`src/rtl/safety_boot_ctrl_pkg.sv`:
```
// rtl/safety_boot_ctrl_pkg.sv - shared types and register map for the safety boot controller
package safety_boot_ctrl_pkg;

    typedef enum logic [1:0] {
        BOOT_JTAG      = 2'd0,
        BOOT_PRELOADED = 2'd1,
        BOOT_RSVD2     = 2'd2,
        BOOT_RSVD3     = 2'd3
    } bootmode_e;

    typedef enum logic [1:0] {
        SEQ_RESET_WAIT,
        SEQ_AUTO_DELAY,
        SEQ_RUN,
        SEQ_DONE
    } seq_state_e;

    localparam logic [3:0] OFF_BOOTADDR    = 4'h0;
    localparam logic [3:0] OFF_FETCHEN     = 4'h4;
    localparam logic [3:0] OFF_CORESTATUS  = 4'h8;
    localparam logic [3:0] GLOBAL_HART_IDX = 4'hF;
    localparam logic [7:0] ADDR_EOCMASK    = 8'hF0;
    localparam logic [7:0] ADDR_IRQEN      = 8'hF4;

endpackage

```
`src/rtl/safety_boot_ctrl_hart_regs.sv`:
```
// rtl/safety_boot_ctrl_hart_regs.sv - per-hart BOOTADDR, FETCHEN and CORESTATUS registers
module safety_boot_ctrl_hart_regs #(
    parameter logic [31:0] DefaultBootAddr = 32'h0001_0000
) (
    input  logic        clk_i,
    input  logic        rst_ni,
    input  logic        we_bootaddr_i,
    input  logic        we_fetchen_i,
    input  logic        we_status_i,
    input  logic [31:0] wdata_i,
    input  logic        auto_en_i,
    output logic [31:0] boot_addr_o,
    output logic        fetch_en_o,
    output logic [31:0] status_o
);

    logic [31:0] boot_addr_q, boot_addr_d;
    logic        fetch_en_q, fetch_en_d;
    logic [31:0] status_q, status_d;

    // A software FETCHEN write overrides the sequencer's automatic enable.
    always_comb begin
        boot_addr_d = boot_addr_q;
        fetch_en_d  = fetch_en_q;
        status_d    = status_q;
        if (we_bootaddr_i) boot_addr_d = wdata_i;
        if (we_fetchen_i)  fetch_en_d  = wdata_i[0];
        else if (auto_en_i) fetch_en_d = 1'b1;
        if (we_status_i)   status_d    = wdata_i;
    end

    always_ff @(posedge clk_i or negedge rst_ni) begin
        if (!rst_ni) begin
            boot_addr_q <= DefaultBootAddr;
            fetch_en_q  <= 1'b0;
            status_q    <= '0;
        end else begin
            boot_addr_q <= boot_addr_d;
            fetch_en_q  <= fetch_en_d;
            status_q    <= status_d;
        end
    end

    assign boot_addr_o = boot_addr_q;
    assign fetch_en_o  = fetch_en_q;
    assign status_o    = status_q;

endmodule

```
`src/rtl/safety_boot_ctrl.sv`:
```
// rtl/safety_boot_ctrl.sv - boot sequencer, register interface and EOC aggregation for multiple harts
module safety_boot_ctrl
    import safety_boot_ctrl_pkg::*;
#(
    parameter int unsigned NumHarts        = 2,
    parameter logic [31:0] DefaultBootAddr = 32'h0001_0000,
    parameter int unsigned AutoBootDelay   = 16
) (
    input  logic                         clk_i,
    input  logic                         rst_ni,
    input  logic [1:0]                   bootmode_i,
    input  logic                         reg_req_i,
    input  logic                         reg_we_i,
    input  logic [7:0]                   reg_addr_i,
    input  logic [31:0]                  reg_wdata_i,
    output logic                         reg_ready_o,
    output logic [31:0]                  reg_rdata_o,
    output logic                         reg_error_o,
    output logic [NumHarts-1:0][31:0]    boot_addr_o,
    output logic [NumHarts-1:0]          fetch_en_o,
    output logic                         eoc_o,
    output logic                         exit_fail_o,
    output logic                         eoc_irq_o
);

    localparam logic [15:0] DelayLast = 16'(AutoBootDelay - 1);

    logic [3:0]          hart_idx, reg_off;
    logic                acc_err, wr_ok, auto_en;
    logic [NumHarts-1:0] hart_wr, status_eoc, code_nz;
    logic [31:0]         status [NumHarts];

    logic        ready_q, ready_d, error_q, error_d, irqen_q, irqen_d;
    logic        eoc_prev_q, irq_q, irq_d;
    logic [31:0] rdata_q, rdata_d;
    logic [15:0] cnt_q, cnt_d;
    seq_state_e  state_q, state_d;

    assign hart_idx = reg_addr_i[7:4];
    assign reg_off  = reg_addr_i[3:0];

    always_comb begin
        acc_err = 1'b0;
        if (reg_addr_i[1:0] != 2'b00) begin
            acc_err = 1'b1;
        end else if (hart_idx == GLOBAL_HART_IDX) begin
            acc_err = !((reg_addr_i == ADDR_EOCMASK && !reg_we_i) || reg_addr_i == ADDR_IRQEN);
        end else if ({28'd0, hart_idx} >= NumHarts) begin
            acc_err = 1'b1;
        end else begin
            acc_err = (reg_off == 4'hC);
        end
    end

    assign wr_ok = reg_req_i && reg_we_i && !acc_err;

    for (genvar h = 0; h < NumHarts; h++) begin : g_hart
        assign hart_wr[h] = wr_ok && (hart_idx == 4'(h));

        safety_boot_ctrl_hart_regs #(
            .DefaultBootAddr(DefaultBootAddr)
        ) u_regs (
            .clk_i        (clk_i),
            .rst_ni       (rst_ni),
            .we_bootaddr_i(hart_wr[h] && reg_off == OFF_BOOTADDR),
            .we_fetchen_i (hart_wr[h] && reg_off == OFF_FETCHEN),
            .we_status_i  (hart_wr[h] && reg_off == OFF_CORESTATUS),
            .wdata_i      (reg_wdata_i),
            .auto_en_i    (auto_en && (h == 0)),
            .boot_addr_o  (boot_addr_o[h]),
            .fetch_en_o   (fetch_en_o[h]),
            .status_o     (status[h])
        );

        assign status_eoc[h] = status[h][31];
        assign code_nz[h]    = |status[h][30:0];
    end

    // Disabled harts do not block EOC; at least one hart must be enabled.
    assign eoc_o       = (|fetch_en_o) && (&(status_eoc | ~fetch_en_o));
    assign exit_fail_o = |(fetch_en_o & status_eoc & code_nz);

    always_comb begin
        rdata_d = '0;
        if (reg_addr_i == ADDR_EOCMASK) begin
            rdata_d = 32'(status_eoc);
        end else if (reg_addr_i == ADDR_IRQEN) begin
            rdata_d = {31'd0, irqen_q};
        end else begin
            for (int h = 0; h < NumHarts; h++) begin
                if (hart_idx == 4'(h)) begin
                    case (reg_off)
                        OFF_BOOTADDR:   rdata_d = boot_addr_o[h];
                        OFF_FETCHEN:    rdata_d = {31'd0, fetch_en_o[h]};
                        OFF_CORESTATUS: rdata_d = status[h];
                        default:        rdata_d = '0;
                    endcase
                end
            end
        end
        if (!reg_req_i || reg_we_i || acc_err) rdata_d = '0;
        ready_d = reg_req_i;
        error_d = reg_req_i && acc_err;
        irqen_d = (wr_ok && reg_addr_i == ADDR_IRQEN) ? reg_wdata_i[0] : irqen_q;
        irq_d   = eoc_o && !eoc_prev_q && irqen_q;
    end

    always_comb begin
        state_d = state_q;
        cnt_d   = cnt_q;
        auto_en = 1'b0;
        case (state_q)
            SEQ_RESET_WAIT: state_d = (bootmode_i == BOOT_PRELOADED) ? SEQ_AUTO_DELAY : SEQ_RUN;
            SEQ_AUTO_DELAY: begin
                if (cnt_q == DelayLast) begin
                    auto_en = 1'b1;
                    state_d = SEQ_RUN;
                end else begin
                    cnt_d = cnt_q + 16'd1;
                end
            end
            SEQ_RUN:  if (eoc_o)  state_d = SEQ_DONE;
            SEQ_DONE: if (!eoc_o) state_d = SEQ_RUN;
            default:  state_d = SEQ_RESET_WAIT;
        endcase
    end

    always_ff @(posedge clk_i or negedge rst_ni) begin
        if (!rst_ni) begin
            ready_q    <= 1'b0;
            error_q    <= 1'b0;
            rdata_q    <= '0;
            irqen_q    <= 1'b0;
            eoc_prev_q <= 1'b0;
            irq_q      <= 1'b0;
            cnt_q      <= '0;
            state_q    <= SEQ_RESET_WAIT;
        end else begin
            ready_q    <= ready_d;
            error_q    <= error_d;
            rdata_q    <= rdata_d;
            irqen_q    <= irqen_d;
            eoc_prev_q <= eoc_o;
            irq_q      <= irq_d;
            cnt_q      <= cnt_d;
            state_q    <= state_d;
        end
    end

    assign reg_ready_o = ready_q;
    assign reg_error_o = error_q;
    assign reg_rdata_o = rdata_q;
    assign eoc_irq_o   = irq_q;

endmodule

```
`config.mk`:
```
export PLATFORM = sky130hd
export DESIGN_NAME = safety_boot_ctrl
export DESIGN_NICKNAME = d
export VERILOG_FILES = /design/src/rtl/safety_boot_ctrl_pkg.sv /design/src/rtl/safety_boot_ctrl_hart_regs.sv /design/src/rtl/safety_boot_ctrl.sv
export SDC_FILE = /design/constraint.sdc
export NUM_CORES = 1
export LEC_CHECK = 0
export ABC_AREA = 0
export CAP_MARGIN = 20
export CORE_ASPECT_RATIO = 0.5
export CORE_MARGIN = 5
export CORE_UTILIZATION = 35
export DETAILED_ROUTE_END_ITERATION = 7
export PLACE_DENSITY = 0.62
export SLEW_MARGIN = 20
export SYNTH_ARGS = -nofsm -noshare
export SYNTH_HDL_FRONTEND = slang
export SYNTH_SLANG_ARGS = --single-unit
```
`constraint.sdc`:
```
create_clock -name clk_i -period 1.8 [get_ports clk_i]
set_input_delay 0.36 -clock clk_i [delete_from_list [all_inputs] [get_ports clk_i]]
set_output_delay 0.36 -clock clk_i [all_outputs]
set_load 0.05 [all_outputs]
```
; ---- Word-level counts from Yosys, hierarchy flattened
; Index checks and enable logic that the tools add are counted.
[word_totals]
inputBits = 46
latch_bits = 0
out_inout_bits = 103
rom_bits = 0
mem_bits_rw = 0
regBits = 185
n_memories = 0
[op_classes]
mul = 0
n_div = 0
n_reduce_logical = 36
n_bitwise = 5
order_cmp = 1
mux = 19
n_addsub = 1
eq_ne = 15
shift = 0
[ops]
columns = operator, n
row1 = $pmux 32 s3, 2
row2 = $mux 32, 5
row3 = $reduce_or 31->1, 2
row4 = $add 16x1->16 const B, 1
row5 = $eq 16x4->1 const B, 1
row6 = $eq 8x8->1 const B, 2
row7 = $logic_and 1x1->1, 16
row8 = $eq 4x4->1 const B, 3
row9 = $logic_not 4->1, 2
row10 = $mux 2, 4
row11 = $pmux 2 s4, 1
row12 = $mux 1, 7
row13 = $ne 2x2->1 const B, 3
row14 = $logic_not 1->1, 5
row15 = $and 2x2->2, 2
row16 = $eq 2x1->1 const B, 2
row17 = $eq 2x2->1 const B, 2
row18 = $eq 4x1->1 const B, 1
row19 = $eq 4x3->1 const B, 1
row20 = $ge 4x2->1 const B, 1
row21 = $reduce_and 2->1, 2
row22 = $reduce_bool 2->1, 2
row23 = $reduce_or 2->1, 2
row24 = $logic_or 1x1->1, 3
row25 = other kinds (5), 5

; ---- Logic depth before layout (Yosys ltp)
[depth]
ltp_word = 11
ltp_mapped = 7
depth_no_buf = 5

; ---- Modules after synthesis
; Synthesis repeated with hierarchy kept, for this count alone.
[hier_totals]
hier_cells = 572
area_unflattened_um2 = 8724.6
[by_module_without_submodules]
columns = mod, cells_each, instances, area_each_um2
row1 = safety_boot_ctrl_hart_regs, 140, 2, 2728.9
row2 = safety_boot_ctrl, 292, 1, 3266.9

; ---- Worst setup path after synthesis
; No wires, ideal clock.
[synth_timing]
path_kind = input-to-reg
startpoint = in reg_addr_i[6]
endpoint = reg g_hart[0].u_regs.status_q[10]
setup_ns = 0.125
t_required_ns = 1.675
stages = 6
arrival_time_ns = 1.915
path_slack_ns = -0.241
path_cell_list = or3_1 -> buf_6 -> or3_4 -> nor2_8 -> buf_12 -> mux2_4
[synth_between]
elab_chain_cells = 10
elab_cells_between_ends = 15
cone_classes = order compare: 1 / eq/ne: 3 / mux: 3 / reduce/logical: 8
[synth_rtl]
columns = item, line
row1 = "start, declared", safety_boot_ctrl.sv:14  ; input logic [7:0] reg_addr_i,
row2 = "parallel branches: the longest is 8 deep, another holds $ge 4x2->1", --
row3 = $logic_and 1x1->1 (*), safety_boot_ctrl.sv:58  ; assign hart_wr[h] = wr_ok && (hart_idx == 4'(h));
row4 = $logic_and 1x1->1 (*), safety_boot_ctrl.sv:67  ; .we_status_i (hart_wr[h] && reg_off == OFF_CORESTATUS),
row5 = "end signal, assigned", safety_boot_ctrl_hart_regs.sv:40  ; status_q <= status_d;
row6 = "end, declared", safety_boot_ctrl_hart_regs.sv:19  ; logic [31:0] status_q, status_d;
; Mark *: on every way between the ends.
; A chain may end at the register's enable or synchronous reset.

; ---- Final worst setup path
[layout_timing]
startpoint = reg g_hart[1].u_regs.status_q[7]
endpoint = out exit_fail_o
[layout_between]
elab_chain_cells = 3
[layout_rtl]
columns = item, line
row1 = "start, declared", safety_boot_ctrl_hart_regs.sv:19
row2 = "start signal, assigned", safety_boot_ctrl_hart_regs.sv:40
row3 = $reduce_or 31->1, safety_boot_ctrl.sv:76  ; assign code_nz[h] = |status[h][30:0];
row4 = $and 2x2->2, safety_boot_ctrl.sv:81  ; assign exit_fail_o = |(fetch_en_o & status_eoc & code_nz);
row5 = $reduce_or 2->1, safety_boot_ctrl.sv:81
row6 = "end, declared", safety_boot_ctrl.sv:22  ; output logic exit_fail_o,
; Every way passes these cells.

==> results.tsv <==
stage	metric	value	unit
sta	Final min period	2.33	ns
setup_path	critical path peak fanout	2	
placed_design	placed insts	1030	
synthesis	Synth Area per Inst	15.5	um^2
global_route	grt ovf	0	
global_route	first-pass GRT wire length	35900	um
placed_design	PortBufs	148	
detailed_routing	router iterations before antenna repair	4	
status	failing checks	negative setup slack	
setup_path	CP arrival	1.97	ns
sta	Worst Slack Setup Final	-0.532	ns
synthesis	synthesized flop and latch total	185	
cts	clock root buffer	clkbuf_16	
detailed_routing	DR vias	5483	
global_route	vias in the first global route	6039	
synthesis	number of synthesized flops with an enable pin	0	
finish	Syn-to-layout area delta	41.0	%
cts	CTS buffer count	17	
floorplan	row count	39	
global_route	GR Util All Layers	16.8	%
floorplan	io pins	149	
finish	Final #Nets	816	
sta	final worst path period share	130	%
placed_design	dpl ws	-0.617	ns
floorplan	full die area	27100	um^2
cts	CTS max path bufs	2	
setup_path	Worst EP required	1.44	ns
synthesis	sequential area share after synthesis	55.8	%
sta	Max Fclk	429	MHz
synthesis	area of the mapped netlist	8300	um^2
cts	CTS tree	done	
finish	antenna cells	0	
synthesis	Yosys cell types	52	
power	post-layout total power	9.37	mW
sta	final hold vios	0	
cts	Sink Count	185	
synthesis	Mapped Cells	534	
detailed_routing	drc violations	0	
detailed_routing	remaining antenna violation count	0	
sta	Max-slew headroom	70.4	%
synthesis	warnings from Yosys	0	
setup_path	CP Launch Type	register	
sta	Worst Max-Slew Pin Slew	0.440	ns
sta	RSZ-0062 raised after global routing	true	
detailed_routing	Via density	5.03	
setup_path	Worst setup EP type	output pin	
min_path	Hold Path Class	input pin to register	
detailed_routing	DRT Wirelength	22800	um
placed_design	hpwl dp	15300	um
finish	post-route cell area	11700	um^2
run	max cap viols	0	
sta	Layout Skew	0.0105	ns
cts	clk slew on worst S/H paths	0.07	ns
placed_design	Post-DP Area	10400	um^2
floorplan	starting density of the core	35.9	%
status	status	complete, but fails checks	
sta	setup violators final	14	
floorplan	width of the die	228	um
cts	H-tree levels	4	
cts	clock latency on the worst-skew pair	0.44	ns
power	leakage power	5.90	nW
synthesis	Top FF cell, synth	dfrtp_1	
synthesis	Mapped Nets	581	
floorplan	core area	23100	um^2
power	PD cells	801	nW/um^2
global_route	initial antenna violation count	0	
synthesis	share of flip-flops with an asynchronous set or reset	100	%
detailed_routing	Initial DRC Count	224	
sta	Final Max Tran Viols	0	
placed_design	gpl congestion	0.837	
sta	worst hold slack	0.298	ns
finish	Final Non-Filler Cells	1089	
power	Worst VDD drop	0.632	mV
finish	most common cell after layout, fill and taps aside	dfrtp_1	
finish	most frequent cells in the layout	181 x dfrtp_1, 167 x buf_4, 66 x mux2_4	
global_route	largest net degree at the start of global routing	80	
finish	share of layout cells above drive strength 1	52.0	%
floorplan	Die Span Y	119	um
setup_path	CP Class	register to output pin	
detailed_routing	WL/cell	20.9	um
area by class of cell:
type	count	area (um^2)
tap	307	384
sequential	185	4630
fill	1938	11400
timing repair buffer	249	2470
clock inverter	14	218
multi-input combinational	309	3540
inverter	7	26.3
clock buffer	18	429
what timing repair did:
action                     4_1_cts  5_1_grt
setup buffers                   12        4
gates resized for setup         38       16
hold buffers                     1        0
pin swaps                       10        8
setup endpoints to repair      130       71
hold endpoints to repair       162        0
cloned                           7        3
worst paths after layout:
kind,start,endpoint,slack (ns),cells after the start
worst max-delay path,g_hart[1].u_regs.status_o[7]$_DFFE_PN0P_,exit_fail_o,-0.53,5
worst min-delay path,reg_req_i,reg_ready_o$_DFF_PN0_,0.30,2
worst max register to register,cnt_q[0]$_DFFE_PN0N_,cnt_q[1]$_DFFE_PN0N_,0.16,4
worst min register to register,cnt_q[15]$_DFFE_PN0N_,cnt_q[15]$_DFFE_PN0N_,0.49,1
max in group asynchronous,rst_ni,g_hart[0].u_regs.status_o[6]$_DFFE_PN0P_,0.90,3
min in group asynchronous,rst_ni,g_hart[1].u_regs.boot_addr_o[14]$_DFFE_PN0P_,0.49,3
synthesized netlist by cell type, types with 6 or more instances:
master | instances | area, um^2
mux2_2 | 43 | 484
mux2_4 | 60 | 901
buf_12 | 6 | 120
dfrtp_1 | 183 | 4580
mux4_2 | 31 | 698
buf_2 | 6 | 30.0
inv_1 | 7 | 26.3
nand4_1 | 9 | 56.3
nor2_1 | 9 | 33.8
clkbuf_1 | 14 | 52.6
mux2_1 | 30 | 338
and3_1 | 31 | 194
nor3_1 | 8 | 40.0
nand2_1 | 11 | 41.3
xnor2_1 | 10 | 87.6
nor4_1 | 17 | 106
state kept, by name (all words and copies together) (netlist names):
signal	flops
g_hart.u_regs.fetch_en_o	2
eoc_irq_o	1
reg_ready_o	1
reg_error_o	1
cnt_q	16
reg_rdata_o	32
g_hart.u_regs.status_o	64
g_hart.u_regs.boot_addr_o	64
irqen_q	1
eoc_prev_q	1
state_q	2
per-layer routing:
metal,global-route usage (%),vias up,routed length [um]
li1,-,2473,-
met1,22.3,2898,10300
met2,28.5,86,11400
met3,3.11,26,704
met4,5.40,0,376
met5,0,-,0
power by group:
part           internal, mW  switching (mW)  total, mW
Clock                  2.48            1.65       4.13
Combinational         0.419           0.505      0.924
Sequential             4.24          0.0780       4.32
through the flow:
step / setup TNS, ns / util [%]
2_1_floorplan: -16.86 / -
5_1_grt: -0.864 / 50.7
4_1_cts: -0.517 / 50.1
3_5_place_dp: -83.79 / 45.3
3_3_place_gp: -83.86 / 45.3
6_report: -0.633 / 50.7
logic make-up (layout without fill, tap and decap cells):
logic type | count (synthesis) | count (layout) | synth area share (%)
AO/OA/AOI/OAI | 19 | 19 | 1.66
buffers and inverters | 40 | 288 | 3.39
adder cells (fa/ha/maj) | 1 | 1 | 0.151
flip-flops | 185 | 185 | 55.8
XOR/XNOR | 15 | 15 | 1.58
multiplexers | 164 | 164 | 29.2
AND/OR/NAND/NOR | 110 | 110 | 8.19
worst max-delay path, stage by stage, from the launching register on:
cell,delay [ns]
dfrtp_1,0.41
nor4_4,0.30
nand4_1,0.29
o211ai_1,0.26
nand2_1,0.11
buf_6,0.17
Power figures use the tool's default switching activity.
